<file path="src/rtl/iomem_decoder.sv">
// iomem_decoder: address decoder and response multiplexer for the PicoSOC
// iomem bus. It routes the CPU request to one of four peripherals, returns
// that peripheral's ready/rdata, and answers unmapped or stalled accesses
// with an error response.
//
// Handshake: the CPU raises iomem_valid and holds it, with a stable address,
// until it sees iomem_ready, which this block pulses for exactly one cycle.
// Each slave sees s_iomem_valid[n] high until it answers with s_iomem_ready[n]
// or until the timeout expires. s_iomem_valid drops on the same edge that
// samples the ready, so a slave never sees a second access by mistake.
module iomem_decoder #(
  parameter logic [7:0]  REGION    = 8'h03,
  parameter int unsigned SEL_LSB   = 8,
  parameter int unsigned TIMEOUT   = 255,
  parameter logic [31:0] ERR_RDATA = 32'hDEAD_BEEF
) (
  input  logic         clk,
  input  logic         resetn,
  input  logic         iomem_valid,
  output logic         iomem_ready,
  input  logic [31:0]  iomem_addr,
  output logic [31:0]  iomem_rdata,
  output logic [3:0]   s_iomem_valid,
  input  logic [3:0]   s_iomem_ready,
  input  logic [127:0] s_iomem_rdata,
  output logic         bus_err,
  output logic [1:0]   dbg_state
);

  // FSM encoding
  localparam logic [1:0] ST_IDLE = 2'd0;
  localparam logic [1:0] ST_BUSY = 2'd1;
  localparam logic [1:0] ST_RESP = 2'd2;

  // Last counter value before the wait for the slave is abandoned
  localparam logic [15:0] CNT_LAST = 16'(TIMEOUT - 1);

  logic [1:0]  state_q, state_d;
  logic [1:0]  idx_q, idx_d;
  logic [15:0] cnt_q, cnt_d;
  logic        ready_q, ready_d;
  logic [31:0] rdata_q, rdata_d;
  logic [3:0]  svalid_q, svalid_d;
  logic        err_q, err_d;

  // Address decode: the top byte selects the IO region, the two bits at
  // SEL_LSB pick the slave, and every bit between them must be zero.
  logic        region_hit;
  logic        window_hit;
  logic        mapped;
  logic [1:0]  sel;
  logic [23:0] above_sel;

  assign above_sel  = iomem_addr[23:0] >> (SEL_LSB + 2);
  assign region_hit = (iomem_addr[31:24] == REGION);
  assign window_hit = (above_sel == 24'd0);
  assign mapped     = region_hit && window_hit;
  assign sel        = 2'(iomem_addr >> SEL_LSB);

  // Response of the slave latched at request time; other slaves are ignored
  logic        sel_ready;
  logic [31:0] sel_rdata;

  assign sel_ready = s_iomem_ready[idx_q];
  assign sel_rdata = s_iomem_rdata[{idx_q, 5'd0} +: 32];

  // Next-state logic for the request/wait/response sequence
  always_comb begin
    state_d  = state_q;
    idx_d    = idx_q;
    cnt_d    = cnt_q;
    rdata_d  = rdata_q;
    svalid_d = svalid_q;
    ready_d  = 1'b0;
    err_d    = 1'b0;

    case (state_q)
      ST_IDLE: begin
        if (iomem_valid) begin
          if (mapped) begin
            idx_d    = sel;
            svalid_d = 4'b0001 << sel;
            cnt_d    = 16'd0;
            state_d  = ST_BUSY;
          end else begin
            rdata_d = ERR_RDATA;
            ready_d = 1'b1;
            err_d   = 1'b1;
            state_d = ST_RESP;
          end
        end
      end

      ST_BUSY: begin
        // A ready on the final timeout cycle still counts as a normal answer
        if (sel_ready) begin
          rdata_d  = sel_rdata;
          ready_d  = 1'b1;
          svalid_d = 4'b0000;
          state_d  = ST_RESP;
        end else if (cnt_q == CNT_LAST) begin
          rdata_d  = ERR_RDATA;
          ready_d  = 1'b1;
          err_d    = 1'b1;
          svalid_d = 4'b0000;
          state_d  = ST_RESP;
        end else begin
          cnt_d = cnt_q + 16'd1;
        end
      end

      ST_RESP: begin
        // The CPU drops valid on the ready edge, so nothing is accepted here
        state_d = ST_IDLE;
      end

      default: begin
        svalid_d = 4'b0000;
        state_d  = ST_IDLE;
      end
    endcase
  end

  // State registers; reset also aborts any transaction in flight
  always_ff @(posedge clk) begin
    if (!resetn) begin
      state_q  <= ST_IDLE;
      idx_q    <= 2'd0;
      cnt_q    <= 16'd0;
      ready_q  <= 1'b0;
      rdata_q  <= 32'd0;
      svalid_q <= 4'b0000;
      err_q    <= 1'b0;
    end else begin
      state_q  <= state_d;
      idx_q    <= idx_d;
      cnt_q    <= cnt_d;
      ready_q  <= ready_d;
      rdata_q  <= rdata_d;
      svalid_q <= svalid_d;
      err_q    <= err_d;
    end
  end

  assign iomem_ready   = ready_q;
  assign iomem_rdata   = rdata_q;
  assign s_iomem_valid = svalid_q;
  assign bus_err       = err_q;
  assign dbg_state     = state_q;

  // Bus invariants
  a_svalid_onehot0: assert property (@(posedge clk) disable iff (!resetn)
    $onehot0(s_iomem_valid));
  a_ready_single: assert property (@(posedge clk) disable iff (!resetn)
    iomem_ready |=> !iomem_ready);
  a_err_with_ready: assert property (@(posedge clk) disable iff (!resetn)
    bus_err |-> iomem_ready);

endmodule

</file>
<file path="config.mk">
export PLATFORM = sky130hd
export DESIGN_NAME = iomem_decoder
export DESIGN_NICKNAME = d
export VERILOG_FILES = /design/src/rtl/iomem_decoder.sv
export SDC_FILE = /design/constraint.sdc
export NUM_CORES = 1
export LEC_CHECK = 0
export CAP_MARGIN = 5
export CORE_MARGIN = 2
export CORE_UTILIZATION = 49
export DETAILED_ROUTE_END_ITERATION = 16
export DONT_BUFFER_PORTS = 1
export PLACE_DENSITY_LB_ADDON = 0.2
export SYNTH_ARGS = -nofsm -noshare
export SYNTH_HDL_FRONTEND = slang
export SYNTH_SLANG_ARGS = --single-unit
</file>
<file path="constraint.sdc">
create_clock -name clk -period 2.9 [get_ports clk]
set_clock_uncertainty 0.15 [all_clocks]
set_input_delay 0.87 -clock clk [delete_from_list [all_inputs] [get_ports clk]]
set_output_delay 0.87 -clock clk [all_outputs]
set_load 0.05 [all_outputs]
</file>
# Word-level counts from Yosys, hierarchy flattened
# Cells that the tools add are included.
totals:
  regBits: 58
  inputBits: 167
  output_inout_bits: 40
classes:
  n_addsub: 1
  n_lt_le_gt_ge: 1
  eq_ne: 10
  shifts: 2
  n_mux: 29
  bitwise: 1
  n_reduce_logical: 9
ops:
  columns: ["op", "count"]
  rows:
  - ["32-bit 2-to-1 mux", 4]
  - ["128-bit by 8-bit indexed part select with 32-bit output", 1]
  - ["16-bit 2-to-1 mux", 4]
  - ["32-bit one-hot mux with 2 select lines", 1]
  - ["16-bit one-hot mux with 2 select lines", 1]
  - ["24-bit logical NOT", 1]
  - ["16-bit by 1-bit adder with 16-bit output (second input constant)", 1]
  - ["16-bit by 8-bit == test with 1-bit output (second input constant)", 1]
  - ["4-bit 2-to-1 mux", 4]
  - ["4-bit one-hot mux with 3 select lines", 1]
  - ["2-bit inequality test (second input constant)", 5]
  - ["8-bit by 2-bit == test with 1-bit output (second input constant)", 1]
  - ["2-bit 2-to-1 mux", 4]
  - ["4-bit AND reduction", 2]
  - ["1-bit 2-to-1 mux", 6]
  - ["5-bit AND reduction", 1]
  - ["1-bit one-hot mux with 2 select lines", 2]
  - ["2-bit one-hot mux with 2 select lines", 1]
  - ["1-bit by 2-bit left shift with 4-bit output (first input constant)", 1]
  - ["2-bit by 3-bit less-than comparator with 1-bit output (second input constant)", 1]
  - ["3-bit inequality test (second input constant)", 1]
  - ["3-bit AND reduction", 1]
  - ["1-bit binary-select mux with 2-bit select", 1]
  - ["2-bit by 1-bit == test with 1-bit output (second input constant)", 1]
  - ["6 further kinds", 6]

# Logic depth before layout (Yosys ltp)
depth:
  word_depth: 5
  mapped_depth: 8
  mapped_depth_nobuf: 7

# Least setup slack after synthesis
# No wires, ideal clock.
synth_timing:
  kind: "input-to-reg"
  from: "in iomem_addr[20]"
  to: "reg cnt_q[14]"
  setup_ns: 0.114
  arrival_ns: 2.469
  slack_ns: 0.167
  path_stages: 7
  cell_sequence: "nor4b_1 > nand2_1 > or4_1 > buf_2 > and3_1 > buf_2 > a21o_1"
synth_between:
  elab_chain_len: 4
synth_lines:
  columns: ["item", "line_no", "rtl"]
  rows:
  - ["from (decl)", "21", "input logic [31:0] iomem_addr,"]
  - ["24-bit logical NOT", "56", "assign window_hit = (above_sel == 24'd0);"]
  - ["1-bit logical AND", "57", "assign mapped = region_hit && window_hit;"]
  - ["2-bit inequality test (no source line)", null, null]
  - ["5-bit AND reduction (no source line)", null, null]
  - ["to (signal assigned)", "137", "cnt_q <= cnt_d;"]
  - ["to (decl)", "40", "logic [15:0] cnt_q, cnt_d;"]
# Every way passes these cells.
# A chain may end at the register's enable or synchronous reset.

# Worst setup path in the final report
layout_timing:
  from: "in iomem_addr[20]"
  to: "reg cnt_q[10]"
# The elaborated chain is that of the path after synthesis.

==> run_results.csv <==
group,metric,value,unit
grt,antenna_found_initial,0,
logic_synthesis,ys_seq_area_share,35.8,%
clock_network,cts_tree,"built",
timing,maxSlewViolCount,0,
grt,grtUsageTotal,24.2,%
cells_and_area,final_nets,467,
timing,hold_violations,0,
timing,max_freq,393,MHz
routing,drc,0,
logic_synthesis,yosysTopAreaCellShare,35.8,%
power,irDropWorstVdd,0.000287,V
timing,min_period,2.54,ns
clock_network,clkSlewWorstSetupHoldPaths,0.06,ns
cells_and_area,final_common_cell,"dfxtp_1",
floorplan,io_pins,207,
grt,grt_max_degree,58,
cells_and_area,fillers,579,
timing,fin_tns_setup,0,ns
run_status,status,"completed",
timing,slew_headroom,59.5,%
setup_path,critPathLaunchType,"input pin",
routing,firstDrtPassIters,5,
logic_synthesis,synth_warnings,0,
logic_synthesis,syn_area,3240,um2
floorplan,start_util,50.8,%
placed_design,portBuffers,0,
routing,wl_per_cell,23.6,um
cells_and_area,syn_to_final_growth,8.95,%
floorplan,die_area,7290,um2
cells_and_area,drive_above_1_share,30.7,%
power,power.density,500,nW/um2
grt,grt_pass1_vias,2551,
routing,viasPerCell,6.80,
grt,grt_pass1_wl,13.4,mm
setup_path,end_kind,"flip-flop",
timing,holdWs,0.361,ns
placed_design,hpwlAfterDp,6.77,mm
clock_network,cts-resized-gates,0,
timing,rsz0062_at_grt,"false",
clock_network,clk_latency,0.33,ns
logic_synthesis,synth_top_area_cell,"dfxtp_1",
placed_design,gp_routability_congestion,0.936,
logic_synthesis,syn_inst,298,
logic_synthesis,syn-num-nets,467,
setup_path,cp.arrival,2.63,ns
setup_path,critPathMaxFanout,6,
timing,tightest_slew,0.608,ns
routing,vias,2584,
setup_path,critical_path_class,"input pin to flip-flop",
clock_network,ctsLongestPathBuffers,2,
floorplan,core,6390,um2
cells_and_area,finish.utilization,55.3,%
clock_network,clockRootBuffer,"clkbuf_8",
logic_synthesis,synth_area_leaders,"dfxtp_1 (36%), mux4_2 (23%), o221a_2 (8.7%)",
setup_path,worst_ep_required_time,2.98,ns
logic_synthesis,synthDistinctLibCells,44,
routing,wl,8.96,mm
grt,grt.overflow.total,0,
cells_and_area,most-common-layout-cells,"dfxtp_1 (57), nand2_1 (38), mux4_2 (33), o221a_2 (25), buf_4 (13)",
power,p_total,1.77,mW
floorplan,chipWidth,85.4,um
power,power.leakage,1.16,nW
floorplan,die_h,85.4,um
clock_network,cts_setup_buffers,0,
floorplan,placementRows,29,
cells_and_area,diodes,0,
logic_synthesis,syn_avg_cell_area,10.9,um2
clock_network,cts.sinks,58,
run,cap_violations,0,
routing,postRouteAntennaNets,0,
placed_design,place_area,3350,um2
min_path,holdCritPathClass,"flip-flop to flip-flop",
clock_network,htree_levels,3,
routing,drt_iter0_markers,147,
clock_network,numCtsBuffers,9,
logic_synthesis,ys_ff_latch,58,
timing,setup-violations-final,0,
cells_and_area,design_area,3530,um2
timing,finalCritPeriodShare,87.8,%
clock_network,ctsHoldBuffers,0,
[worst max-delay path, stage by stage]
cell	delay, ns
nor4b_1	0.36
buf_4	0.18
nand2_1	0.07
or4_1	0.51
buf_4	0.18
and2_1	0.18
o41ai_1	0.28
[kinds of logic (layout without fill, tap and decap cells)]
| logic type | count (synthesis) | after routing | share of synthesized area (%) |
|---|---|---|---|
| and+or+nand+nor | 108 | 108 | 17.6 |
| AOI/OAI and AO/OA | 68 | 68 | 18.4 |
| DFF | 58 | 58 | 35.8 |
| muxes | 36 | 36 | 23.8 |
| buffers and inverters | 26 | 31 | 3.66 |
| adders and majority gates | 2 | 2 | 0.771 |
[sequential cells by signal (all words and copies together) (netlist names)]
register       cells
bus_err            1
idx_q              2
s_iomem_valid      4
cnt_q             16
iomem_ready        1
iomem_rdata       32
dbg_state          2
[where the power goes]
group,switching [mW],internal [mW]
logic,0.0382,0.0727
clock network,0.319,0.390
registers,0.120,0.826
[per-stage QoR]
stage,instances,worst slack (ns)
3_5_place_dp,364,0.0255
6_report,380,0.355
2_1_floorplan,298,0.167
3_3_place_gp,364,0.0654
5_1_grt,380,0.270
4_1_cts,380,0.375
[synth_stat cells (all sizes together)]
cell type	count
dfxtp	58
nand2	38
mux4	33
o221a	25
clkbuf	17
nor2	12
nand3	10
nor3	9
o21ai	9
o22a	9
o22ai	9
buf	8
and3	5
nand2b	5
nand4	5
and4	4
nor2b	4
nor4	4
o211ai	4
mux2i	3
nor4b	3
o41ai	3
a21boi	2
a21o	2
and2	2
ha	2
a211o	1
a21bo	1
a21oi	1
and2b	1
inv	1
nand3b	1
nor3b	1
nor4bb	1
o2111ai	1
o21a	1
or3b	1
or4	1
or4b	1
[cell type report]
| cell class | count | area, um2 | share of cell area, % |
|---|---|---|---|
| Timing Repair Buffer | 14 | 118 | 3.33 |
| Clock buffer | 10 | 128 | 3.61 |
| Clock inverter | 6 | 57.6 | 1.63 |
| Sequential cell | 58 | 1160 | 32.9 |
| Tap cell | 77 | 96.3 | 2.73 |
| Multi-Input combinational cell | 214 | 1970 | 55.7 |
| Inverter | 1 | 3.75 | 0.106 |
[layer usage]
layer | track usage [%] | part of all wire [%] | up-vias | wire length, um
li1 | - | - | 1196 | -
met1 | 28.3 | 37 | 1251 | 3340
met2 | 40.9 | 53 | 129 | 4710
met3 | 9.63 | 9.1 | 8 | 819
met4 | 7.07 | 0.99 | 0 | 89
met5 | 0 | 0 | - | 0
[path summary, 6_finish.rpt]
path | cells past startpoint | to | slack, ns | start
min reg2reg | 1 | cnt_q[15] | 0.36 | cnt_q[15]
max reg2reg | 7 | cnt_q[15] | 0.62 | cnt_q[0]
max | 7 | cnt_q[10] | 0.36 | iomem_addr[20]
min | 1 | cnt_q[15] | 0.36 | cnt_q[15]
Power figures use the tool's default switching activity.
